$ cat src/rtl/lsu_dmem_port.sv
// MEM-stage load/store unit: aligns addresses, byte enables and store data for the data cache,
// stalls the pipeline until the cache responds, and returns sign/zero-extended load data.
module lsu_dmem_port #(
    parameter int unsigned ADDR_W = 32
) (
    input  logic              clk,
    input  logic              rst,
    input  logic              req_valid,
    input  logic              mem_read,
    input  logic              mem_write,
    input  logic [2:0]        funct3,
    input  logic [ADDR_W-1:0] addr,
    input  logic [31:0]       store_data,
    input  logic              flush,
    output logic [ADDR_W-1:0] dmem_address,
    output logic              dmem_read,
    output logic              dmem_write,
    output logic [3:0]        dmem_mbe,
    output logic [31:0]       dmem_wdata,
    input  logic [31:0]       dmem_rdata,
    input  logic              dmem_resp,
    output logic              stall,
    output logic              done,
    output logic [31:0]       load_data,
    output logic              misaligned
);

    localparam int unsigned DATA_W = 32;
    localparam int unsigned MBE_W  = 4;

    typedef enum logic [1:0] {
        IDLE = 2'd0,
        BUSY = 2'd1,
        DONE = 2'd2
    } state_e;

    state_e              state_q, state_d;
    logic [ADDR_W-1:0]   dmem_address_q, dmem_address_d;
    logic                dmem_read_q, dmem_read_d;
    logic                dmem_write_q, dmem_write_d;
    logic [MBE_W-1:0]    dmem_mbe_q, dmem_mbe_d;
    logic [DATA_W-1:0]   dmem_wdata_q, dmem_wdata_d;
    logic [DATA_W-1:0]   load_data_q, load_data_d;
    logic                done_q, done_d;
    logic                misaligned_q, misaligned_d;
    logic                kill_q, kill_d;
    logic [2:0]          funct3_q, funct3_d;
    logic [1:0]          off_q, off_d;

    logic                access;
    logic [1:0]          off;
    logic                legal;
    logic [MBE_W-1:0]    mbe_calc;
    logic [DATA_W-1:0]   wdata_calc;
    logic [DATA_W-1:0]   rdata_sh;
    logic [DATA_W-1:0]   load_ext;

    assign access = req_valid & (mem_read | mem_write) & ~flush;
    assign off    = addr[1:0];

    // Size decode from funct3[1:0]; unused encodings fall through to word
    always_comb begin
        legal      = 1'b0;
        mbe_calc   = '0;
        wdata_calc = '0;
        case (funct3[1:0])
            2'b00: begin
                legal      = 1'b1;
                mbe_calc   = MBE_W'(4'b0001 << off);
                wdata_calc = {4{store_data[7:0]}};
            end
            2'b01: begin
                legal      = ~off[0];
                mbe_calc   = MBE_W'(4'b0011 << off);
                wdata_calc = {2{store_data[15:0]}};
            end
            default: begin
                legal      = (off == 2'b00);
                mbe_calc   = 4'b1111;
                wdata_calc = store_data;
            end
        endcase
    end

    // Load extraction uses the funct3/offset captured at issue, since inputs are ignored in BUSY
    assign rdata_sh = dmem_rdata >> {off_q, 3'b000};

    always_comb begin
        load_ext = dmem_rdata;
        case (funct3_q[1:0])
            2'b00: load_ext = funct3_q[2] ? {24'b0, rdata_sh[7:0]}
                                          : {{24{rdata_sh[7]}}, rdata_sh[7:0]};
            2'b01: load_ext = funct3_q[2] ? {16'b0, rdata_sh[15:0]}
                                          : {{16{rdata_sh[15]}}, rdata_sh[15:0]};
            default: load_ext = dmem_rdata;
        endcase
    end

    // Next-state and output logic
    always_comb begin
        state_d        = state_q;
        dmem_address_d = dmem_address_q;
        dmem_read_d    = dmem_read_q;
        dmem_write_d   = dmem_write_q;
        dmem_mbe_d     = dmem_mbe_q;
        dmem_wdata_d   = dmem_wdata_q;
        load_data_d    = load_data_q;
        kill_d         = kill_q;
        funct3_d       = funct3_q;
        off_d          = off_q;
        done_d         = 1'b0;
        misaligned_d   = 1'b0;
        stall          = 1'b0;

        case (state_q)
            IDLE: begin
                if (access) begin
                    if (legal) begin
                        stall          = 1'b1;
                        dmem_address_d = {addr[ADDR_W-1:2], 2'b00};
                        dmem_read_d    = mem_read;
                        dmem_write_d   = ~mem_read & mem_write;
                        dmem_mbe_d     = mbe_calc;
                        dmem_wdata_d   = wdata_calc;
                        funct3_d       = funct3;
                        off_d          = off;
                        kill_d         = 1'b0;
                        state_d        = BUSY;
                    end else begin
                        misaligned_d = 1'b1;
                    end
                end
            end
            BUSY: begin
                stall = 1'b1;
                if (flush) begin
                    kill_d = 1'b1;
                end
                if (dmem_resp) begin
                    dmem_read_d  = 1'b0;
                    dmem_write_d = 1'b0;
                    if (dmem_read_q) begin
                        load_data_d = load_ext;
                    end
                    // A flush arriving with the response still kills the access
                    if (kill_q | flush) begin
                        kill_d  = 1'b0;
                        state_d = IDLE;
                    end else begin
                        done_d  = 1'b1;
                        state_d = DONE;
                    end
                end
            end
            DONE: begin
                state_d = IDLE;
            end
            default: begin
                state_d = IDLE;
            end
        endcase
    end

    // State and output registers
    always_ff @(posedge clk) begin
        if (rst) begin
            state_q        <= IDLE;
            dmem_address_q <= '0;
            dmem_read_q    <= 1'b0;
            dmem_write_q   <= 1'b0;
            dmem_mbe_q     <= '0;
            dmem_wdata_q   <= '0;
            load_data_q    <= '0;
            done_q         <= 1'b0;
            misaligned_q   <= 1'b0;
            kill_q         <= 1'b0;
            funct3_q       <= '0;
            off_q          <= '0;
        end else begin
            state_q        <= state_d;
            dmem_address_q <= dmem_address_d;
            dmem_read_q    <= dmem_read_d;
            dmem_write_q   <= dmem_write_d;
            dmem_mbe_q     <= dmem_mbe_d;
            dmem_wdata_q   <= dmem_wdata_d;
            load_data_q    <= load_data_d;
            done_q         <= done_d;
            misaligned_q   <= misaligned_d;
            kill_q         <= kill_d;
            funct3_q       <= funct3_d;
            off_q          <= off_d;
        end
    end

    assign dmem_address = dmem_address_q;
    assign dmem_read    = dmem_read_q;
    assign dmem_write   = dmem_write_q;
    assign dmem_mbe     = dmem_mbe_q;
    assign dmem_wdata   = dmem_wdata_q;
    assign load_data    = load_data_q;
    assign done         = done_q;
    assign misaligned   = misaligned_q;

endmodule
$ cat config.mk
export PLATFORM = sky130hd
export DESIGN_NAME = lsu_dmem_port
export DESIGN_NICKNAME = d
export VERILOG_FILES = /design/src/rtl/lsu_dmem_port.sv
export SDC_FILE = /design/constraint.sdc
export NUM_CORES = 1
export LEC_CHECK = 0
export ABC_AREA = 1
export CORE_MARGIN = 2
export CORE_UTILIZATION = 43
export CTS_CLUSTER_SIZE = 20
export DETAILED_ROUTE_END_ITERATION = 16
export GPL_TIMING_DRIVEN = 0
export PLACE_DENSITY = 0.86
export SYNTH_ARGS = -nofsm -noshare
export SYNTH_HDL_FRONTEND = slang
export SYNTH_SLANG_ARGS = --single-unit
$ cat constraint.sdc
create_clock -name clk -period 1.83 [get_ports clk]
set_clock_uncertainty 0.15 [all_clocks]
set_input_delay 0.2745 -clock clk [delete_from_list [all_inputs] [get_ports clk]]
set_output_delay 0.2745 -clock clk [all_outputs]
set_load 0.02 [all_outputs]
==> run summary <==
Min-Delay Path Class = in2reg
Nets = 1038
commonest non-fill, non-tap cell in the layout = clkdlybuf4s50_1
number of vias per cell = 5.18
P_sw = 0.00157 W
final slew viol count = 0
clock transition at the registers of the reported paths = 0.08 ns
sequential power share = 0.449
worst reg2reg startpoint = state_q[1]
Arr. time, crit path = 1.36 ns
DR vias = 5603
DR pass1 iterations = 5
Main synth FF type = dfxtp_1
die area = 0.0126 mm^2
Worst Path Required = 1.41 ns
final hold vios = 0
leakage = 3.32 nW
chip width = 112 um
fraction of layout cells with a size suffix above 1 = 0.0961
Synth area leader = dfxtp_1
RSZ-0062 raised after global routing = no
CP Capture Type = primary output
cell chain of the critical path = clkdlybuf4s50_1
clk_lat worst skew = 0.36 ns
synth-to-layout area growth = 53.1%
Cells after DPL = 1061
routed wire length per instance = 15.7 um
FILL cells = 977
initial antenna violation count = 2
delay-heaviest family, CP = buffers and inverters
sequential area share after synthesis = 0.438
Cells after Synth = 710
htree depth = 3
Worst Max-Slew Pin Slew = 0.507 ns
io pins = 211
Setup Viol. Count Final = 0
ranking of synthesized cells by area = dfxtp_1 (44%), o21ai_0 (10%), nor2_1 (9.8%)
Post-synth EDFFs = 0
fin cells = 1082
Synth top area share = 0.438
Fmax = 559 MHz
global-route wire length before repair = 27000 um
final antenna-violating net count = 0
initial core utilization = 0.440
Clock power frac = 0.369
Synth Register Bits = 110
DIE HEIGHT = 112 um
Hold-fix buffers, CTS = 0
synth unique cells = 28
Tmin final = 1.79 ns
Final Cycle Share = 0.978
largest net degree at the start of global routing = 20
most frequent cells in the layout = clkdlybuf4s50_1 (197), nor2_1 (129), nand2_1 (121)
number of remaining DRC errors = 0
Core Area = 0.0114 mm^2
Post-DP HPWL = 12500 um
Setup crit start kind = register
Max transition margin = 0.662
clk buf depth = 2
drt total wl = 17000 um
Buf/Inv on CP = 1
outcome = complete, no violations
pwr/cell area = 731 mW/mm^2
row cnt = 39
Comb pwr share = 0.182
root buffer cell = clkbuf_16
Total GRT Usage = 0.266
P_int = 0.00405 W
Avg Inst Size Synth = 7.08 um^2
crit path launch = dmem_wdata[16]
CP Class = reg2out
ys async rst share = 0
hold wc startpoint = mem_read
total chip power = 0.00562 W
maximum vdd ir drop = 0.691 mV
Remaining Overflow, GRT = 0
CP max FO = 2
clock sinks = 110
Max Cap Viol = 0
Switching Share = 0.279
yosys warns = 0
DR iter-0 viols = 446
CTS tree = yes
Final TNS setup = 0 ns
CP max stage delay = 0.66 ns
Placer Congestion = 0.987
I/O Buffers = 207
Num CTS Buffers = 9
vias in the first global route = 5473
Synth Cell Area = 0.00502 mm^2
Worst path slowest cell = clkdlybuf4s50_1
==> path summary, 6_finish.rpt <==
path,to,slack [ns],depth (start not counted)
hold / removal,dmem_read,0.07,3
setup / recovery,dmem_wdata[16],0.04,1
hold reg to reg,dmem_mbe[0],0.31,2
setup reg to reg,funct3_q[1],0.12,8
==> synth_stat cells, types with 6 or more instances <==
cell type,n
clkbuf_1,16
nand3_1,33
inv_1,35
dfxtp_1,110
buf_4,8
nor2_1,131
a21oi_1,79
o21ai_0,105
nand2_1,124
o211a_1,9
buf_6,6
a21oi_2,8
buf_2,19
==> state kept, by name (all words and copies together) (netlist names) <==
register      cells
load_data        32
kill_q            1
done              1
off_q             2
dmem_address     30
dmem_mbe          4
funct3_q          3
dmem_write        1
misaligned        1
dmem_wdata       32
dmem_read         1
state_q           2
==> through the flow <==
step / worst slack, ns / utilization / hold slack, ns / area [um^2]
after global routing: 0.00214 / 0.674 / 0.0987 / 7690
after global placement: -0.938 / 0.638 / 0.298 / 7280
final: 0.0408 / 0.674 / 0.0716 / 7690
after CTS: 0.00902 / 0.667 / 0.206 / 7620
after detailed placement: -0.957 / 0.638 / 0.301 / 7280
after floorplan: 0.192 / - / 0.259 / 5030
==> layout make-up <==
cell class,count,area [um^2],area share
diodes,2,5.00,0.000651
inverters,42,171,0.0223
plain buffers,47,292,0.0379
well taps,143,179,0.0233
flip-flops and latches,110,2200,0.286
multi-input cells,510,2430,0.315
clock buffers,9,225,0.0293
clock inverters,7,81.3,0.0106
repair inverters,1,6.26,0.000813
repair buffers,211,2100,0.273
==> power groups by stage <==
stage               Combinational, W  Clock [W]  Sequential (W)
global route                 0.00110    0.00218         0.00253
detailed placement          0.000995          0         0.00258
global placement            0.000990          0         0.00258
CTS                          0.00101    0.00208         0.00252
finish                       0.00102    0.00207         0.00252
floorplan                   0.000370          0         0.00267
==> worst register-to-register path: cells and delay by family, from the launching register on <==
kind | cells | cell delay, ns
buffers and inverters | 3 | 0.50
DFF | 1 | 0.34
AOI/OAI and AO/OA | 1 | 0.14
and+or+nand+nor | 4 | 0.50
==> repair_timing <==
action	CTS	global route
endpoints found under the hold margin	0	0
pin swaps	4	2
gates cloned	1	0
setup endpoints to repair	2	80
gates resized for setup	20	26
buffers inserted	4	0
==> cells by family (layout without fill, tap and decap cells) <==
| logic type | Yosys count | in the layout | synth area share |
|---|---|---|---|
| and+or+nand+nor | 303 | 303 | 0.251 |
| AOI/OAI and AO/OA | 205 | 205 | 0.221 |
| DFF | 110 | 110 | 0.438 |
| buffers and inverters | 91 | 317 | 0.0881 |
| other | 1 | 4 | 0.000746 |
==> layer usage <==
| layer | up-vias | global-route usage | part of all wire |
|---|---|---|---|
| met4 | 0 | 0.115 | 0.029 |
| met2 | 257 | 0.429 | 0.45 |
| met3 | 42 | 0.0859 | 0.097 |
| met5 | - | 0 | 0 |
| met1 | 2537 | 0.329 | 0.43 |
| li1 | 2767 | - | - |
(Power assumes the default switching activity.)
